==> src/rtl/conv_pkg.sv <==
// Shared definitions for the 2x2 convolution window sequencer.
//   MAT_IN  : input matrix dimension (4x4)
//   MAT_K   : kernel dimension (3x3)
//   MAT_OUT : output matrix dimension (2x2)
//   SEL_W   : width of one element select, {col[1:0], row[1:0]}
//   state_t : sequencer FSM states
package conv_pkg;

    localparam int MAT_IN  = 4;
    localparam int MAT_K   = 3;
    localparam int MAT_OUT = 2;
    localparam int SEL_W   = 4;
    localparam int IDX_W   = 2;
    localparam int RES_W   = 8;

    typedef enum logic [2:0] {
        IDLE,
        SETUP,
        FIRE,
        WAIT,
        CAPTURE,
        DONE
    } state_t;

endpackage

==> src/rtl/conv_sel_gen.sv <==
// Combinational select generator.
// For a window index it produces the nine element selects, one per kernel
// tap (i,j). The window index encodes the output origin: idx[1] is the row
// origin r0 and idx[0] is the column origin c0.
//   idx : window index 0..3 (c11, c12, c21, c22)
//   sel : nine selects, sel[i*MAT_K+j] = {c0+j, r0+i} for zero-based i,j
module conv_sel_gen
    import conv_pkg::*;
(
    input  logic [IDX_W-1:0]                   idx,
    output logic [MAT_K*MAT_K-1:0][SEL_W-1:0]  sel
);

    // Origin is at most 1 and tap offset at most 2, so the 2-bit sums
    // top out at 3 and never wrap.
    for (genvar i = 0; i < MAT_K; i++) begin : g_row
        for (genvar j = 0; j < MAT_K; j++) begin : g_col
            logic [1:0] row;
            logic [1:0] col;
            assign row = {1'b0, idx[1]} + 2'(i);
            assign col = {1'b0, idx[0]} + 2'(j);
            assign sel[i*MAT_K+j] = {col, row};
        end
    end

endmodule

==> src/rtl/conv_window_seq.sv <==
// Sequencer that walks custom_module through one full 2x2 convolution of a
// 4x4 input with a 3x3 kernel. For each window it drives the nine element
// selects, waits SETTLE_CYC cycles, pulses init, waits LAT_CYC cycles and
// captures the 8-bit result.
// Ports:
//   clk       : clock, all state changes on rising edge
//   rst       : synchronous active-high reset
//   start     : request one convolution, honoured only in IDLE
//   result_in : custom_module output
//   s0_11..33 : element selects {col,row} for kernel tap (i,j)
//   init      : one-cycle pulse per window
//   busy      : high from the cycle after start is accepted through DONE
//   done      : one-cycle pulse once all four results are captured
//   c11..c22  : captured window results, held until the next accepted start
module conv_window_seq
    import conv_pkg::*;
#(
    parameter int unsigned SETTLE_CYC = 1,
    parameter int unsigned LAT_CYC    = 1
) (
    input  logic             clk,
    input  logic             rst,
    input  logic             start,
    input  logic [RES_W-1:0] result_in,
    output logic [SEL_W-1:0] s0_11,
    output logic [SEL_W-1:0] s0_12,
    output logic [SEL_W-1:0] s0_13,
    output logic [SEL_W-1:0] s0_21,
    output logic [SEL_W-1:0] s0_22,
    output logic [SEL_W-1:0] s0_23,
    output logic [SEL_W-1:0] s0_31,
    output logic [SEL_W-1:0] s0_32,
    output logic [SEL_W-1:0] s0_33,
    output logic             init,
    output logic             busy,
    output logic             done,
    output logic [RES_W-1:0] c11,
    output logic [RES_W-1:0] c12,
    output logic [RES_W-1:0] c21,
    output logic [RES_W-1:0] c22
);

    localparam int unsigned CNT_MAX = (SETTLE_CYC > LAT_CYC) ? SETTLE_CYC : LAT_CYC;
    localparam int          CNT_W   = (CNT_MAX > 1) ? $clog2(CNT_MAX) : 1;
    localparam logic [CNT_W-1:0] SETTLE_LOAD = CNT_W'(SETTLE_CYC - 1);
    localparam logic [CNT_W-1:0] LAT_LOAD    = CNT_W'(LAT_CYC - 1);

    state_t           state;
    state_t           state_next;
    logic [IDX_W-1:0] idx;
    logic [IDX_W-1:0] idx_next;
    logic [CNT_W-1:0] cnt;
    logic [CNT_W-1:0] cnt_next;
    logic [MAT_K*MAT_K-1:0][SEL_W-1:0] sel_next;

    // Selects are generated from the upcoming window index so they can be
    // registered on the same edge that enters SETUP.
    conv_sel_gen u_sel_gen (
        .idx (idx_next),
        .sel (sel_next)
    );

    // Next-state logic. The down-counter is loaded with (cycles-1) on entry
    // to SETUP and WAIT so each of those states lasts exactly its count.
    always_comb begin
        state_next = state;
        idx_next   = idx;
        cnt_next   = cnt;
        case (state)
            IDLE: begin
                if (start) begin
                    state_next = SETUP;
                    idx_next   = '0;
                    cnt_next   = SETTLE_LOAD;
                end
            end
            SETUP: begin
                if (cnt == '0) begin
                    state_next = FIRE;
                end else begin
                    cnt_next = cnt - 1'b1;
                end
            end
            FIRE: begin
                state_next = WAIT;
                cnt_next   = LAT_LOAD;
            end
            WAIT: begin
                if (cnt == '0) begin
                    state_next = CAPTURE;
                end else begin
                    cnt_next = cnt - 1'b1;
                end
            end
            CAPTURE: begin
                if (idx == IDX_W'(3)) begin
                    state_next = DONE;
                end else begin
                    idx_next   = idx + 1'b1;
                    cnt_next   = SETTLE_LOAD;
                    state_next = SETUP;
                end
            end
            DONE: begin
                state_next = IDLE;
            end
            default: begin
                state_next = IDLE;
            end
        endcase
    end

    // State and registered outputs. Control outputs are computed from the
    // next state so they line up with the state they describe; selects are
    // loaded only while heading into SETUP and otherwise hold, so they stay
    // put through FIRE, WAIT, CAPTURE and afterwards in DONE/IDLE.
    always_ff @(posedge clk) begin
        if (rst) begin
            state <= IDLE;
            idx   <= '0;
            cnt   <= '0;
            init  <= 1'b0;
            busy  <= 1'b0;
            done  <= 1'b0;
            s0_11 <= '0;
            s0_12 <= '0;
            s0_13 <= '0;
            s0_21 <= '0;
            s0_22 <= '0;
            s0_23 <= '0;
            s0_31 <= '0;
            s0_32 <= '0;
            s0_33 <= '0;
            c11   <= '0;
            c12   <= '0;
            c21   <= '0;
            c22   <= '0;
        end else begin
            state <= state_next;
            idx   <= idx_next;
            cnt   <= cnt_next;
            init  <= (state_next == FIRE);
            busy  <= (state_next != IDLE);
            done  <= (state_next == DONE);

            if (state_next == SETUP) begin
                s0_11 <= sel_next[0];
                s0_12 <= sel_next[1];
                s0_13 <= sel_next[2];
                s0_21 <= sel_next[3];
                s0_22 <= sel_next[4];
                s0_23 <= sel_next[5];
                s0_31 <= sel_next[6];
                s0_32 <= sel_next[7];
                s0_33 <= sel_next[8];
            end

            if (state == IDLE && start) begin
                c11 <= '0;
                c12 <= '0;
                c21 <= '0;
                c22 <= '0;
            end else if (state == CAPTURE) begin
                case (idx)
                    2'd0:    c11 <= result_in;
                    2'd1:    c12 <= result_in;
                    2'd2:    c21 <= result_in;
                    default: c22 <= result_in;
                endcase
            end
        end
    end

endmodule
==> config.mk <==
export PLATFORM = sky130hd
export DESIGN_NAME = conv_window_seq
export DESIGN_NICKNAME = d
export VERILOG_FILES = /design/src/rtl/conv_pkg.sv /design/src/rtl/conv_sel_gen.sv /design/src/rtl/conv_window_seq.sv
export SDC_FILE = /design/constraint.sdc
export NUM_CORES = 1
export LEC_CHECK = 0
export BUFFER_PORTS_ARGS = -buffer_cell sky130_fd_sc_hd__buf_4
export CAP_MARGIN = 20
export CORE_MARGIN = 4
export CORE_UTILIZATION = 45
export DETAILED_ROUTE_END_ITERATION = 10
export GPL_TIMING_DRIVEN = 0
export PLACE_DENSITY = 0.75
export SYNTH_ARGS = -nofsm -noshare
export SYNTH_HDL_FRONTEND = slang
export SYNTH_HIERARCHICAL = 1
export SYNTH_SLANG_ARGS = --single-unit
==> constraint.sdc <==
create_clock -name clk -period 1.6 [get_ports clk]
set_clock_uncertainty 0.05 [all_clocks]
set_input_delay 0.16 -clock clk [delete_from_list [all_inputs] [get_ports clk]]
set_output_delay 0.16 -clock clk [all_outputs]
set_load 0.02 [all_outputs]
==> results.json <==
{
  "outcome": "complete, no violations",
  "rsz0062_at_grt": "yes",
  "clock_latency_ns": 0.33,
  "fmax_mhz": 625.1,
  "grt_max_degree": 14,
  "power_frac_clock_pct": 32.1,
  "setup.worst_path.end_class": "register",
  "worstPathArrival_ns": 1.80,
  "cts-root-buf": "clkbuf_8",
  "min_path_type": "primary input to register",
  "slowest_stage": "dfxtp_4",
  "wl_mm": 8.391,
  "gp_congestion": 0.7465,
  "slowest_delay_ns": 0.37,
  "p_comb_share_pct": 18.7,
  "synthTopCellsByCount": "dfxtp_1, nand2b_1, mux2i_1, buf_4, nand3b_1",
  "synthCells": 351,
  "synth.top_cell.area_share_pct": 41.95,
  "synth_seq_cells": 76,
  "top_layer_used": "met4",
  "critPathTopFamily": "flip-flops",
  "synthArstFlopShare_pct": 0,
  "fin_tns_setup_ns": 0,
  "die-area_um2": 9561,
  "yosys.cell_count.top_type": "dfxtp_1",
  "period_minus_slack_ns": 1.600,
  "clockBufferDepth": 2,
  "worst_slack_ns": 0.0001374,
  "grt_first_pass_wirelength_mm": 13.61,
  "drc": 0,
  "port_buffers": 80,
  "antennaDiodeCount": 0,
  "critPathBufInv": 2,
  "swShare_pct": 27.53,
  "num_vias": 2735,
  "netlist_area_um2": 3627,
  "die_y_um": 97.78,
  "yosys.area.top_type": "dfxtp_1",
  "cts_tree": "yes",
  "place_ws_ns": -0.2788,
  "cp.required_ns": 1.80,
  "p_int_mw": 2.951,
  "syn_area_per_cell_um2": 10.33,
  "cts_hold_buf": 0,
  "grt_pass1_vias": 2727,
  "drive_above_1_share_pct": 38.46,
  "die_w_um": 97.78,
  "num_rows": 32,
  "synthTopCellsByArea": "dfxtp_1, mux2i_1, nand2b_1, buf_4, nand3b_1",
  "layout.nets": 474,
  "wl_per_cell_um": 14.72,
  "drtAntennaViolNets": 0,
  "drtIter0Drc": 79,
  "finalHoldViolCount": 0,
  "ys_warn_count": 6,
  "path_clk_slew_ns": 0.08,
  "synthToLayoutAreaGrowth_pct": 32.08,
  "worstPathMaxFanout": 10,
  "power.leakage_nw": 2.193,
  "h-tree-depth": 3,
  "min_period_over_period_pct": 99.99,
  "start_util_pct": 46.70,
  "cts_sinks": 76,
  "vias_per_cell": 4.798,
  "cap_violations": 0,
  "io_pins": 82,
  "grtUsageTotal_pct": 17.26,
  "antenna_found_initial": 0,
  "met2_length_mm": 3.922,
  "sequentialPowerShare_pct": 49.2,
  "gr-total-overflow": 0,
  "critPathKind": "register to register",
  "path_cells": "or2_4 > a311oi_4 > buf_6 > buf_12 > mux2i_1",
  "place_hpwl_mm": 5.631,
  "switchingPower_mw": 1.121,
  "synthFlopType": "dfxtp_1",
  "dr.pass1.iters": 4,
  "slew_violations": 0,
  "startpoint_type": "register",
  "power_density_nw_per_um2": 849.9,
  "setup_viol": 0,
  "cts_made_buffers": 9,
  "ys_types": 28,
  "peakVddDrop_mv": 0.4016,
  "wl_met1_mm": 3.894,
  "core_um2": 7767,
  "met3RoutedLength_um": 476,
  "synth_edf_count": 0,
  "ys_seq_area_share_pct": 41.95
}
through the flow:
step / total power, mW / std cells / area (um^2) / utilization, % / hold slack, ns
2_1_floorplan: 2.515 / 361 / 3671 / - / 0.3079
3_3_place_gp: 2.698 / 543 / 4399 / 56.64 / 0.4090
3_5_place_dp: 2.711 / 543 / 4399 / 56.64 / 0.4132
4_1_cts: 4.030 / 563 / 4659 / 59.99 / 0.08756
5_1_grt: 4.250 / 570 / 4791 / 61.68 / 0.09051
6_report: 4.072 / 570 / 4791 / 61.68 / 0.1055
layout by cell type, fill, tap and decap left out, types with 2 or more instances in the layout:
cell type,instances
nor2_1,2
clkinv_2,3
nand3b_1,33
nand3b_2,7
dfxtp_2,2
nor4b_1,2
nand2b_1,73
buf_12,3
clkbuf_16,2
dfxtp_1,72
clkinv_4,2
clkbuf_1,13
buf_2,4
a21oi_1,2
clkbuf_8,10
mux2i_1,68
buf_6,3
nor3_1,4
conb_1,12
nand4b_1,2
nor2_4,2
buf_4,124
dfxtp_4,2
power by group through the flow:
stage               Combinational (mW)  Sequential [mW]  Clock [mW]
CTS                              0.689             2.01        1.33
floorplan                        0.414             2.10           0
finish                           0.762             2.00        1.31
global placement                 0.661             2.04           0
detailed placement               0.672             2.04           0
global route                     0.816             2.01        1.42
routing by layer:
layer,global-route usage (%),up-vias
li1,-,1362
met1,22.67,1286
met2,27.15,72
met3,5.143,15
met4,5.964,0
met5,0,-
area by class of cell:
| cell class | count | area (um^2) |
|---|---|---|
| Inverter | 2 | 7.507 |
| Tap cell | 102 | 127.6 |
| Multi-Input combinational cell | 223 | 1790 |
| Timing Repair Buffer | 93 | 728.2 |
| Fill cell | 651 | 2977 |
| Clock inverter | 6 | 40.04 |
| Sequential cell | 76 | 1531 |
| Buffer | 58 | 427.9 |
| Clock buffer | 10 | 137.6 |
worst reg2reg max path, cell delays in order (launching register included):
cell and delay, ns:
dfxtp_4 0.37, or2_4 0.29, a311oi_4 0.25, buf_6 0.22, buf_12 0.16, mux2i_1 0.18
state kept, by name, indices dropped and copies added (netlist names):
| register | cells |
|---|---|
| s0_23 | 4 |
| s0_32 | 4 |
| c21 | 8 |
| idx | 2 |
| s0_22 | 4 |
| state | 3 |
| s0_11 | 4 |
| init | 1 |
| busy | 1 |
| c12 | 8 |
| s0_31 | 4 |
| done | 1 |
| c11 | 8 |
| s0_13 | 4 |
| s0_21 | 4 |
| c22 | 8 |
| s0_33 | 4 |
| s0_12 | 4 |
final timing paths:
path / start / end / slack, ns / cells past startpoint
max: state[1]$_SDFF_PP0_ / s0_12[2]$_SDFFE_PP0N_ / 0.0001 / 5
min: result_in[3] / c22[3]$_SDFFE_PP0P_ / 0.11 / 3
max reg2reg: state[1]$_SDFF_PP0_ / s0_12[2]$_SDFFE_PP0N_ / 0.0001 / 5
min reg2reg: s0_23[1]$_SDFFE_PP0N_ / s0_23[1]$_SDFFE_PP0N_ / 0.43 / 2
kinds of logic (layout without fill, tap and decap cells):
logic type	after synthesis	count (layout)	synth area share, %
xor gates and xnor gates	1	1	0.2415
and+or+nand+nor	132	134	25.01
AOI/OAI and AO/OA	8	8	1.552
buffers and inverters	64	169	12.28
DFF	76	76	41.95
other	2	12	0.2070
muxes	68	68	18.77
repair_timing:
| item | 4_1_cts | 5_1_grt |
|---|---|---|
| pin swaps | 7 | 0 |
| endpoints found under the setup margin | 65 | 58 |
| setup buffers | 6 | 4 |
| resized for setup | 16 | 14 |
| gates cloned | 2 | 3 |
(Power assumes the default switching activity.)
